--- config.mk ---
export PLATFORM = sky130hd
export DESIGN_NAME = regfile_wb_scheduler
export DESIGN_NICKNAME = d
export VERILOG_FILES = /design/src/rtl/regfile_pkg.sv /design/src/rtl/wb_rr_arbiter.sv /design/src/rtl/regfile_wb_scheduler.sv
export SDC_FILE = /design/constraint.sdc
export NUM_CORES = 1
export LEC_CHECK = 0
export ABC_AREA = 1
export CORE_ASPECT_RATIO = 1.5
export CORE_MARGIN = 1
export CORE_UTILIZATION = 35
export DETAILED_ROUTE_END_ITERATION = 8
export PLACE_DENSITY = 0.66
export SYNTH_ARGS = -nofsm -noshare
export SYNTH_HDL_FRONTEND = slang
export SYNTH_HIERARCHICAL = 1
export SYNTH_SLANG_ARGS = --single-unit
--- constraint.sdc ---
create_clock -name clk -period 3.6 [get_ports clk]
set_input_delay 0.36 -clock clk [delete_from_list [all_inputs] [get_ports clk]]
set_output_delay 0.36 -clock clk [all_outputs]
set_load 0.005 [all_outputs]
--- src/rtl/regfile_pkg.sv ---
// Shared constants and types for the register-file write-back path.
// Source ids double as the round-robin pointer encoding.
package regfile_pkg;

    localparam int DATA_W   = 32;
    localparam int ADDR_W   = 5;
    localparam int NUM_REGS = 32;

    localparam logic [ADDR_W-1:0] REG_ZERO = '0;

    typedef enum logic {
        SRC_ALU = 1'b0,
        SRC_MEM = 1'b1
    } src_e;

    function automatic src_e other_src(input src_e s);
        return (s == SRC_ALU) ? SRC_MEM : SRC_ALU;
    endfunction

endpackage

--- src/rtl/wb_rr_arbiter.sv ---
// Two-source write-back arbiter: ALU vs load unit, round-robin or fixed priority.
// Grants are combinational from the requests and the registered pointer.
module wb_rr_arbiter
    import regfile_pkg::*;
#(
    parameter bit RR_EN = 1'b1
) (
    input  logic clk,
    input  logic rst,
    input  logic req_alu,
    input  logic req_mem,
    output logic gnt_alu,
    output logic gnt_mem
);

    src_e ptr_q;
    src_e ptr_d;
    src_e pref;
    logic contended;

    always_comb begin
        contended = req_alu && req_mem;
        pref      = RR_EN ? ptr_q : SRC_ALU;
        gnt_alu   = 1'b0;
        gnt_mem   = 1'b0;
        ptr_d     = ptr_q;
        // Nothing is accepted while reset is held, so no request is lost.
        if (!rst) begin
            if (contended) begin
                gnt_alu = (pref == SRC_ALU);
                gnt_mem = (pref == SRC_MEM);
                if (RR_EN) begin
                    ptr_d = other_src(pref);
                end
            end else begin
                gnt_alu = req_alu;
                gnt_mem = req_mem;
            end
        end
    end

    always_ff @(posedge clk) begin
        if (rst) begin
            ptr_q <= SRC_ALU;
        end else begin
            ptr_q <= ptr_d;
        end
    end

endmodule

--- src/rtl/regfile_wb_scheduler.sv ---
// Write-back scheduler and hazard scoreboard feeding the register file write port.
// valid/ready: a transfer happens in any cycle where valid && ready; sources hold rd/data until then.
module regfile_wb_scheduler #(
    parameter int DATA_W   = regfile_pkg::DATA_W,
    parameter int ADDR_W   = regfile_pkg::ADDR_W,
    parameter int NUM_REGS = regfile_pkg::NUM_REGS,
    parameter bit RR_EN    = 1'b1
) (
    input  logic                clk,
    input  logic                rst,
    input  logic                alu_valid,
    input  logic [ADDR_W-1:0]   alu_rd,
    input  logic [DATA_W-1:0]   alu_data,
    output logic                alu_ready,
    input  logic                mem_valid,
    input  logic [ADDR_W-1:0]   mem_rd,
    input  logic [DATA_W-1:0]   mem_data,
    output logic                mem_ready,
    input  logic                issue_valid,
    input  logic [ADDR_W-1:0]   issue_rs,
    input  logic [ADDR_W-1:0]   issue_rt,
    input  logic [ADDR_W-1:0]   issue_rd,
    input  logic                issue_writes,
    output logic                issue_stall,
    output logic                wr_en,
    output logic [ADDR_W-1:0]   wr_rd,
    output logic [DATA_W-1:0]   wr_data,
    output logic [NUM_REGS-1:0] busy_mask
);

    import regfile_pkg::*;

    logic                gnt_alu;
    logic                gnt_mem;
    logic                wb_fire;
    logic [ADDR_W-1:0]   wb_rd;
    logic [DATA_W-1:0]   wb_data;
    logic                stall;
    logic                issue_fire;

    logic [NUM_REGS-1:0] busy_q;
    logic [NUM_REGS-1:0] busy_d;
    logic                wr_en_q;
    logic                wr_en_d;
    logic [ADDR_W-1:0]   wr_rd_q;
    logic [ADDR_W-1:0]   wr_rd_d;
    logic [DATA_W-1:0]   wr_data_q;
    logic [DATA_W-1:0]   wr_data_d;

    wb_rr_arbiter #(
        .RR_EN(RR_EN)
    ) u_arb (
        .clk    (clk),
        .rst    (rst),
        .req_alu(alu_valid),
        .req_mem(mem_valid),
        .gnt_alu(gnt_alu),
        .gnt_mem(gnt_mem)
    );

    always_comb begin
        alu_ready = gnt_alu;
        mem_ready = gnt_mem;

        wb_fire = (alu_valid && gnt_alu) || (mem_valid && gnt_mem);
        wb_rd   = gnt_mem ? mem_rd   : alu_rd;
        wb_data = gnt_mem ? mem_data : alu_data;

        // Registered busy only: a register freed this cycle still blocks issue until next cycle.
        stall = !rst && issue_valid &&
                (busy_q[issue_rs] || busy_q[issue_rt] ||
                 (issue_writes && busy_q[issue_rd]));
        issue_stall = stall;
        issue_fire  = issue_valid && !stall && issue_writes && (issue_rd != REG_ZERO);

        busy_d = busy_q;
        if (wb_fire) begin
            busy_d[wb_rd] = 1'b0;
        end
        if (issue_fire) begin
            busy_d[issue_rd] = 1'b1;
        end
        busy_d[0] = 1'b0;

        // A write-back to r0 is consumed but never reaches the register file.
        wr_en_d   = wb_fire && (wb_rd != REG_ZERO);
        wr_rd_d   = wr_en_d ? wb_rd   : wr_rd_q;
        wr_data_d = wr_en_d ? wb_data : wr_data_q;
    end

    always_ff @(posedge clk) begin
        if (rst) begin
            busy_q    <= '0;
            wr_en_q   <= 1'b0;
            wr_rd_q   <= '0;
            wr_data_q <= '0;
        end else begin
            busy_q    <= busy_d;
            wr_en_q   <= wr_en_d;
            wr_rd_q   <= wr_rd_d;
            wr_data_q <= wr_data_d;
        end
    end

    assign wr_en     = wr_en_q;
    assign wr_rd     = wr_rd_q;
    assign wr_data   = wr_data_q;
    assign busy_mask = busy_q;

endmodule

; Yosys cells after proc, flatten, opt, wreduce, memory -nomap -nowiden
; Index checks and enable logic that the tools add are counted.
[totals]
register_bits = 71
inputBits = 95
output_inout_bits = 73
[op_classes]
n_lt_le_gt_ge = 6
muxes = 19
n_bitwise = 4
n_reduce_logical = 19
[op_table]
columns = cell, n
row1 = 32-bit 2-to-1 mux, 3
row2 = 32-bit bitwise AND, 1
row3 = 32-bit NOT, 1
row4 = 32-bit bitwise OR, 1
row5 = "5-bit by 6-bit less-than comparator with 1-bit output, second input constant", 4
row6 = 1-bit binary-select mux with 5-bit select, 3
row7 = 1-bit logical AND, 12
row8 = 1-bit demux with 5-bit select, 2
row9 = "5-bit by 1-bit greater-or-equal comparator with 1-bit output, second input constant", 2
row10 = 1-bit 2-to-1 mux, 10
row11 = 5-bit nonzero test, 2
row12 = 5-bit 2-to-1 mux, 1
row13 = 1-bit logical OR, 3
row14 = 1-bit zero test, 2
row15 = 1-bit NOT, 1

; Longest topological paths before layout
; Gate-level depths: netlist of the first run.
[depth]
ltp_word = 13
mapped_depth = 16
mapped_depth_nobuf = 14

; Hierarchy
; Netlist of the first run, hierarchy kept.
[modules_own_cells]
columns = mod, instances, cells_each, area_per_inst_um2, seq_area_each_um2
row1 = regfile_wb_scheduler, 1, 680, 4265.3, 1381.3
row2 = wb_rr_arbiter, 1, 11, 62.6, 20.0

; Worst setup path after synthesis of the first run
; OpenSTA, ideal clock, no wires.
[synth_timing]
path_kind = input -> register
start = input port rst
end = register busy_q[23], in the netlist busy_mask[23]
setup_ps = 132
t_arrival_ps = 1964
setup_slack_ps = 1504
path_stages = 12
path_buffers = 1
cell_sequence = inv_1 nand2_1 a21oi_1 buf_2 o21a_1 nor2_2 nand2_1 nand2_4 nor2_4 nand2_2 o21ai_1 a21oi_2
[synth_via]
elab_chain_len = 11
[synth_rtl]
columns = element, line_no
row1 = from (decl), regfile_wb_scheduler.sv:10  ; input logic rst,
row2 = 1-bit 2-to-1 mux *, wb_rr_arbiter.sv:28  ; if (!rst) begin
row3 = via mem_ready, regfile_wb_scheduler.sv:18  ; output logic mem_ready,
row4 = 5-bit 2-to-1 mux, regfile_wb_scheduler.sv:66  ; wb_rd = gnt_mem ? mem_rd : alu_rd;
row5 = 5-bit by 6-bit less-than comparator with 1-bit output (implied by the code) or 5-bit by 1-bit greater-or-equal comparator with 1-bit output (tied branches), regfile_wb_scheduler.sv:78  ; busy_d[wb_rd] = 1'b0;
row6 = 1-bit logical AND (implied by the code), regfile_wb_scheduler.sv:78
row7 = 1-bit 2-to-1 mux (implied by the code), regfile_wb_scheduler.sv:78
row8 = 1-bit demux with 5-bit select, regfile_wb_scheduler.sv:78
row9 = 32-bit NOT (no source line), n/a
row10 = 32-bit bitwise AND (no source line), n/a
row11 = 32-bit 2-to-1 mux *, regfile_wb_scheduler.sv:77  ; if (wb_fire) begin
row12 = 32-bit bitwise OR (no source line), n/a
row13 = 32-bit 2-to-1 mux *, regfile_wb_scheduler.sv:80  ; if (issue_fire) begin
row14 = to (signal assigned), regfile_wb_scheduler.sv:98  ; busy_q <= busy_d;
row15 = to (decl), regfile_wb_scheduler.sv:41  ; logic [NUM_REGS-1:0] busy_q;
; The timed path passes the listed nets; every way through them passes the cells marked *.
; A chain may end at the register's enable or synchronous reset.

; Final worst setup path of the first run
[layout_timing]
start = input port issue_rd[0]
end = output port issue_stall
[layout_via]
elab_chain_len = 5
[layout_rtl]
columns = element, line_no
row1 = from (decl), regfile_wb_scheduler.sv:22  ; input logic [ADDR_W-1:0] issue_rd,
row2 = 1-bit binary-select mux with 5-bit select, regfile_wb_scheduler.sv:72  ; (issue_writes && busy_q[issue_rd]));
row3 = 1-bit 2-to-1 mux (implied by the code), regfile_wb_scheduler.sv:72
row4 = 1-bit logical AND, regfile_wb_scheduler.sv:72
row5 = 1-bit logical OR, regfile_wb_scheduler.sv:71  ; (busy_q[issue_rs] || busy_q[issue_rt] ||
row6 = 1-bit logical AND, regfile_wb_scheduler.sv:70  ; stall = !rst && issue_valid &&
row7 = to (decl), regfile_wb_scheduler.sv:24  ; output logic issue_stall,
; No other way between the ends. The select of a mux whose other input is x is not followed.

==> flow_summary_export.csv, run 1 <==
group,metric,value,unit
placed_design,placed_area,6010,sq um
final_layout,final_area,6270,sq um
route,drcViolationCount,0,
yosys,yosys.cell_types.count,31,
critical_path,end_kind,"primary output",
yosys,synth_nets,786,
power,clkPwrFrac,37.9,%
floorplan,start_util,36.0,%
power,netSwitchingFraction,27.5,%
global_routing,grt_pass1_vias,5222,
critical_path,critical_path_class,"input pin to primary output",
final_layout,multi_input_area,2440,sq um
final_layout,layout.nets,933,
cts,cts_max_level,3,
final_layout,diodes,0,
sta,drv_slew,0,
critical_path,cpMostUsedCell,"nand2_1",
yosys,syn-cell-area,4330,sq um
route,drt_iter0_markers,417,
yosys,yosys_warnings,6,
final_layout,drive_gt1_share,5.82,%
cts,cts_sinks,70,
route,drt_pass1_iterations,5,
placed_design,hpwl,12.4,mm
final_layout,syn2layout_area_growth,44.9,%
power,power_density,326,nW/um^2
sta,tightest_slew,0.872,ns
cts,cts_resized,0,
yosys,avgSynthCellArea,6.26,sq um
critical_path,slowest_stage,"clkdlybuf4s50_1",
sta,clock.fmax,331,MHz
global_routing,track_usage,25.1,%
flow_run,drv_cap,0,
cts,cts_max_path_buffers,2,
placed_design,portBuffers,166,
placed_design,routabilityCongestion,0.956,
sta,final_hold_viol_count,0,
cts,numCtsBuffers,9,
route,viasPerCell,5.22,
sta,fin_crit_sh,83.9,%
global_routing,grt_overflow_total,0,
route,wl,15.9,mm
power,intPower,1.48,mW
cts,cts_tree,"built",
power,switching_power,0.562,mW
cts,clk_pin_slew,0.05,ns
critical_path,critPathMaxFanout,26,
yosys,ys_ff_latch,70,
worst_hold_path,holdCritPathClass,"flop to flop",
critical_path,rr_worst_depth,12,
status,status,"completed",
sta,slew_headroom,41.8,%
yosys,netlist_instances,691,
sta,fin_skew,0.00280,ns
critical_path,crit_path_cell_trace,"clkdlybuf4s50_1, buf_4, inv_1, nand2_1, nand2_1, nand2_1, nand2_1, nand2_1, nand2_1, nor2_1, nand2_1, nand2_1, nand3_2, nand2_2, inv_1, clkdlybuf4s50_1",
floorplan,die_area,12800,sq um
cts,insertion_delay,0.33,ns
critical_path,crit_required,3.24,ns
floorplan,dieWidth,92.8,microns
final_layout,seqCellArea,1400,sq um
critical_path,max_stage_delay,0.48,ns
sta,tns,0,ns
critical_path,start_kind,"input pin",
worst_hold_path,holdPathEnd,"wr_rd[2]",
floorplan,rows,49,
floorplan,core,12000,sq um
power,p_seq_share,40.7,%
sta,period_needed,3.02,ns
cts,hold_buffers,0,
sta,rsz0062_at_grt,"no",
yosys,yosysSeqAreaShare,32.4,%
route,drtAntennaViolNets,0,
worst_hold_path,min_from,"wr_rd[2]",
floorplan,die_y,138,microns
route,wire_per_inst,15.9,microns
global_routing,grt_pass1_wl,25.6,mm
route,vias,5190,
power,ir_worst_vdd,254,uV
critical_path,r2r_end,"wr_data[24]",
critical_path,r2r_slack,1.30,ns
critical_path,critPathArrivalTime,2.66,ns
critical_path,setup.worst_path.start,"issue_rd[0]",
final_layout,nFillCells,1209,
worst_hold_path,hold_depth,2,
sta,setup_viol_count_final,0,
floorplan,io_pins,168,
cts,postCtsSetupRepairBufs,0,
power,combPwrFrac,21.4,%
power,p_leak,2.41,nW
critical_path,worstReg2RegStart,"u_arb/pref",
cts,clock-root-buffer,"clkbuf_16",
global_routing,grt_max_degree,71,
global_routing,antenna_found_initial,0,
[Yosys cell counts, drive strengths merged]
master / count / area (sq um)
nand2: 208 / 801
inv: 64 / 243
buf: 25 / 194
o211ai: 1 / 7.51
conb: 1 / 3.75
nor2: 46 / 183
dfxtp: 70 / 1400
clkbuf: 14 / 52.6
nor3: 8 / 40.0
clkinv: 1 / 3.75
or2: 5 / 31.3
a31oi: 32 / 200
a22o: 1 / 8.76
o21a: 3 / 22.5
a211oi: 3 / 37.5
nand3: 95 / 505
o21ai: 78 / 398
a21oi: 36 / 195
[logic make-up (layout without fill, tap and decap cells)]
family	Yosys count	after routing	share of synthesized area (%)
buffers and inverters	104	255	11.4
AO/OA/AOI/OAI	154	154	20.1
other	1	1	0.0866
AND/OR/NAND/NOR	362	362	36.1
flip-flops	70	70	32.4
[placed cells by master (no fill, tap or decap), drive strengths merged]
master	Yosys	layout
conb	1	1
buf	25	9
a22o	1	1
o21ai	78	78
dfxtp	70	70
nand2	208	208
o211ai	1	1
inv	64	64
a31oi	32	32
clkdlybuf4s50	0	166
clkinv	1	5
nor3	8	8
a21oi	36	36
a211oi	3	3
clkbuf	14	10
clkinvlp	0	1
or2	5	5
nand3	95	95
nor2	46	46
o21a	3	3
[worst max-delay path by stage]
stage | endpoint | depth (start not counted)
floorplan | busy_mask[23] | 12
global placement | issue_stall | 16
detailed placement | issue_stall | 16
CTS | issue_stall | 16
global route | issue_stall | 16
finish | issue_stall | 16
[final cells by class]
cell class,count,area share [%]
Multi-Input combinational cell,517,39.0
Timing Repair Buffer,175,27.6
Sequential cell,70,22.4
Inverter,65,3.93
Clock buffer,10,3.65
Tap cell,153,3.05
Clock inverter,5,0.439
[state kept, by name, summed over array words and instances (netlist names)]
| register | cells |
|---|---|
| wr_en | 1 |
| wr_rd | 5 |
| wr_data | 32 |
| busy_mask | 31 |
| u_arb/pref | 1 |
[routing by layer]
layer  vias to the layer above  part of all wire, %  global-route usage (%)
met3                        35                  8.5                    6.71
li1                       2570                    -                       -
met5                         -                    0                       0
met4                         0                  2.4                    10.2
met1                      2347                   36                    25.5
met2                       238                   53                    47.0
[power by group through the flow]
| stage | clock network, mW | registers [mW] | logic, mW |
|---|---|---|---|
| CTS | 0.788 | 0.833 | 0.437 |
| global placement | 0 | 0.847 | 0.431 |
| floorplan | 0 | 0.848 | 0.207 |
| detailed placement | 0 | 0.848 | 0.435 |
| finish | 0.775 | 0.833 | 0.437 |
| global route | 0.820 | 0.837 | 0.478 |
[per-stage QoR]
step           instances  hold slack, ns  util [%]  total power [mW]  worst slack, ns
2_1_floorplan        691           0.457         -              1.06             1.50
3_3_place_gp         980           0.454      50.0              1.28            0.569
3_5_place_dp         980           0.466      50.0              1.28            0.566
4_1_cts              995           0.477      52.2              2.06            0.568
5_1_grt              995           0.502      52.2              2.14            0.335
6_report             995           0.472      52.2              2.04            0.578
[critical path: cells and delay by family]
family        cells  cell delay, ns
simple gates     11            0.87
buf+inv           5            1.41
Power figures use the tool's default switching activity.
==> run 2, diff against run 1 <==
--- a/config.mk
+++ b/config.mk
@@ -10,7 +10,7 @@
 export CORE_MARGIN = 1
 export CORE_UTILIZATION = 35
 export DETAILED_ROUTE_END_ITERATION = 8
-export PLACE_DENSITY = 0.66
+export PLACE_DENSITY = 0.69
 export SYNTH_ARGS = -nofsm -noshare
 export SYNTH_HDL_FRONTEND = slang
 export SYNTH_HIERARCHICAL = 1
==> constraint.sdc (replaced) <==
create_clock -name clk -period 2.55 [get_ports clk]
set_input_delay 0.255 -clock clk [delete_from_list [all_inputs] [get_ports clk]]
set_output_delay 0.255 -clock clk [all_outputs]
set_load 0.005 [all_outputs]
==> run 2 against run 1 <==
- clock power rose by 90%
- first-iteration DRC count fell by 5.0%
- worst hold slack improved by 0.016 ns
- register-to-register slack got worse by 0.86 ns
- final area rose by 5.4%
- total power rose by 61%
- utilization rose by 2.8 points
- critical endpoint unchanged
==> flow_summary_export.csv, run 2 (synthesized netlist as in run 1, its figures left out) <==
group,metric,value,unit
placed_design,place_ws,-0.0000333,ns
route,wl,15.4,mm
critical_path,crit_path_cell_trace,"clkdlybuf4s50_1, inv_1, nand3_1, nand2_1, nand2_1, nand3_1, nand2_1, nand3_2, nand2_2, inv_1, clkdlybuf4s50_1",
final_layout,post-route-util,55.0,%
cts,insertion_delay,0.33,ns
route,drt_pass1_iterations,5,
sta,drv_slew,0,
global_routing,grt_pass1_vias,5036,
final_layout,layout.nets,955,
critical_path,worstReg2RegStart,"u_arb/pref",
final_layout,final_cell_mix,"204 x nand2_1, 160 x clkdlybuf4s50_1, 89 x nand3_1",
sta,tightest_slew,0.653,ns
cts,cts_max_path_buffers,2,
final_layout,final_common_cell,"nand2_1",
worst_hold_path,hold_depth,3,
route,vias,5255,
critical_path,crit_buf_inv,4,
cts,clk_pin_slew,0.06,ns
power,ir_worst_vdd,359,uV
cts,cts_sinks,70,
global_routing,antenna_found_initial,0,
final_layout,final-instance-count-excl-fill,1018,
route,drt_iter0_markers,396,
worst_hold_path,min_from,"mem_data[14]",
cts,numCtsBuffers,9,
floorplan,start_util,36.0,%
sta,slew_headroom,56.4,%
critical_path,critPathMaxFanout,4,
power,finalPower,3.30,mW
global_routing,track_usage,24.3,%
critical_path,cpMostUsedCell,"nand2_1",
floorplan,dieWidth,92.8,microns
sta,fin_skew,0.00418,ns
sta,clock.fmax,410,MHz
placed_design,portBuffers,166,
cts,cts_max_level,3,
critical_path,r2r_end,"busy_mask[27]",
global_routing,grt_overflow_total,0,
critical_path,slowest_stage,"clkdlybuf4s50_1",
final_layout,syn2layout_area_growth,52.8,%
cts,hold_buffers,0,
route,viasPerCell,5.16,
critical_path,r2r_slack,0.44,ns
placed_design,post-place-cells,1000,
sta,rsz0062_at_grt,"no",
placed_design,hpwl,11.6,mm
cts,clock-root-buffer,"clkbuf_16",
floorplan,die_y,138,microns
final_layout,diodes,0,
route,drcViolationCount,0,
floorplan,rows,49,
critical_path,critPathArrivalTime,2.18,ns
sta,tns,0,ns
sta,final_hold_viol_count,0,
placed_design,routabilityCongestion,0.996,
floorplan,core,12000,sq um
critical_path,crit_required,2.30,ns
global_routing,grt_max_degree,71,
power,power_density,499,nW/um^2
flow_run,drv_cap,0,
critical_path,start_kind,"input pin",
sta,setup_viol_count_final,0,
status,status,"completed",
sta,finalWorstSetupSlack,0.114,ns
critical_path,critical_path_class,"input pin to primary output",
worst_hold_path,holdCritPathClass,"input pin to flop",
final_layout,drive_gt1_share,9.13,%
worst_hold_path,holdPathEnd,"wr_data[14]",
route,wire_per_inst,15.1,microns
route,drtAntennaViolNets,0,
sta,fin_crit_sh,95.5,%
power,p_leak,2.62,nW
sta,period_needed,2.44,ns
critical_path,end_kind,"primary output",
global_routing,grt_pass1_wl,24.7,mm
critical_path,max_stage_delay,0.54,ns
final_layout,largest_reg_flops,32,
cts,cts_tree,"built",
floorplan,io_pins,168,
floorplan,die_area,12800,sq um
critical_path,rr_worst_depth,13,
critical_path,cp_top_family,"buffers and inverters",
==> run 2: cell types whose count changed in the layout (fill, tap and decap cells not counted), sizes merged <==
cell | previous run | this run
bufinv | 0 | 3
clkbuf | 10 | 14
clkinvlp | 1 | 2
clkdlybuf4s50 | 166 | 160
clkinv | 5 | 0
buf | 9 | 29
dlymetal6s2s | 0 | 6
==> run 2: final cells by class <==
type	instances	area (sq um)
clock inverter	3	90.1
tap	153	191
multi-input combinational	517	2470
timing repair buffer	196	1940
sequential	70	1400
clock buffer	13	260
inverter	65	253
timing repair inverter	1	7.51
fill	1221	5410
==> run 2: how the worst max path moves through the flow <==
stage,from,end,slack (ns),depth (start not counted)
after floorplan,u_arb/pref,busy_mask[23],0.54,11
after detailed placement,rst,wr_data[2],-0.00003,13
final,issue_rt[2],issue_stall,0.11,11
after global placement,rst,busy_mask[23],0.02,15
after global routing,issue_rt[2],issue_stall,0.02,11
after CTS,issue_rd[2],issue_stall,0.05,12
==> run 2: metal layers <==
| layer | routed length [microns] | share of wire [%] | track usage (%) |
|---|---|---|---|
| met1 | 5620 | 36 | 25.6 |
| met4 | 705 | 4.6 | 14.1 |
| met2 | 7790 | 51 | 42.6 |
| met5 | 0 | 0 | 0 |
| met3 | 1280 | 8.3 | 6.22 |
==> run 2: report_power, final <==
part           leakage [nW]  switching [mW]  total, mW  internal, mW
sequential            0.570          0.0306       1.18          1.14
combinational          1.88           0.323      0.656         0.333
clock                 0.170           0.459       1.47          1.01
==> run 2: metrics by stage <==
stage	hold slack (ns)	area (sq um)
2_1_floorplan	0.411	4330
3_3_place_gp	0.453	6180
3_5_place_dp	0.478	6180
4_1_cts	0.478	6530
5_1_grt	0.500	6610
6_report	0.488	6610
==> run 2: timing repair <==
item / CTS / global route
setup buffers: 0 / 0
endpoints found under the setup margin: 0 / 1
gates resized for setup: 0 / 17
endpoints found under the hold margin: 0 / 0
==> run 2: tightest hold or removal path, cell delays in order <==
cell             delay, ns
clkdlybuf4s50_1       0.39
nand2_1               0.06
a31oi_1               0.07
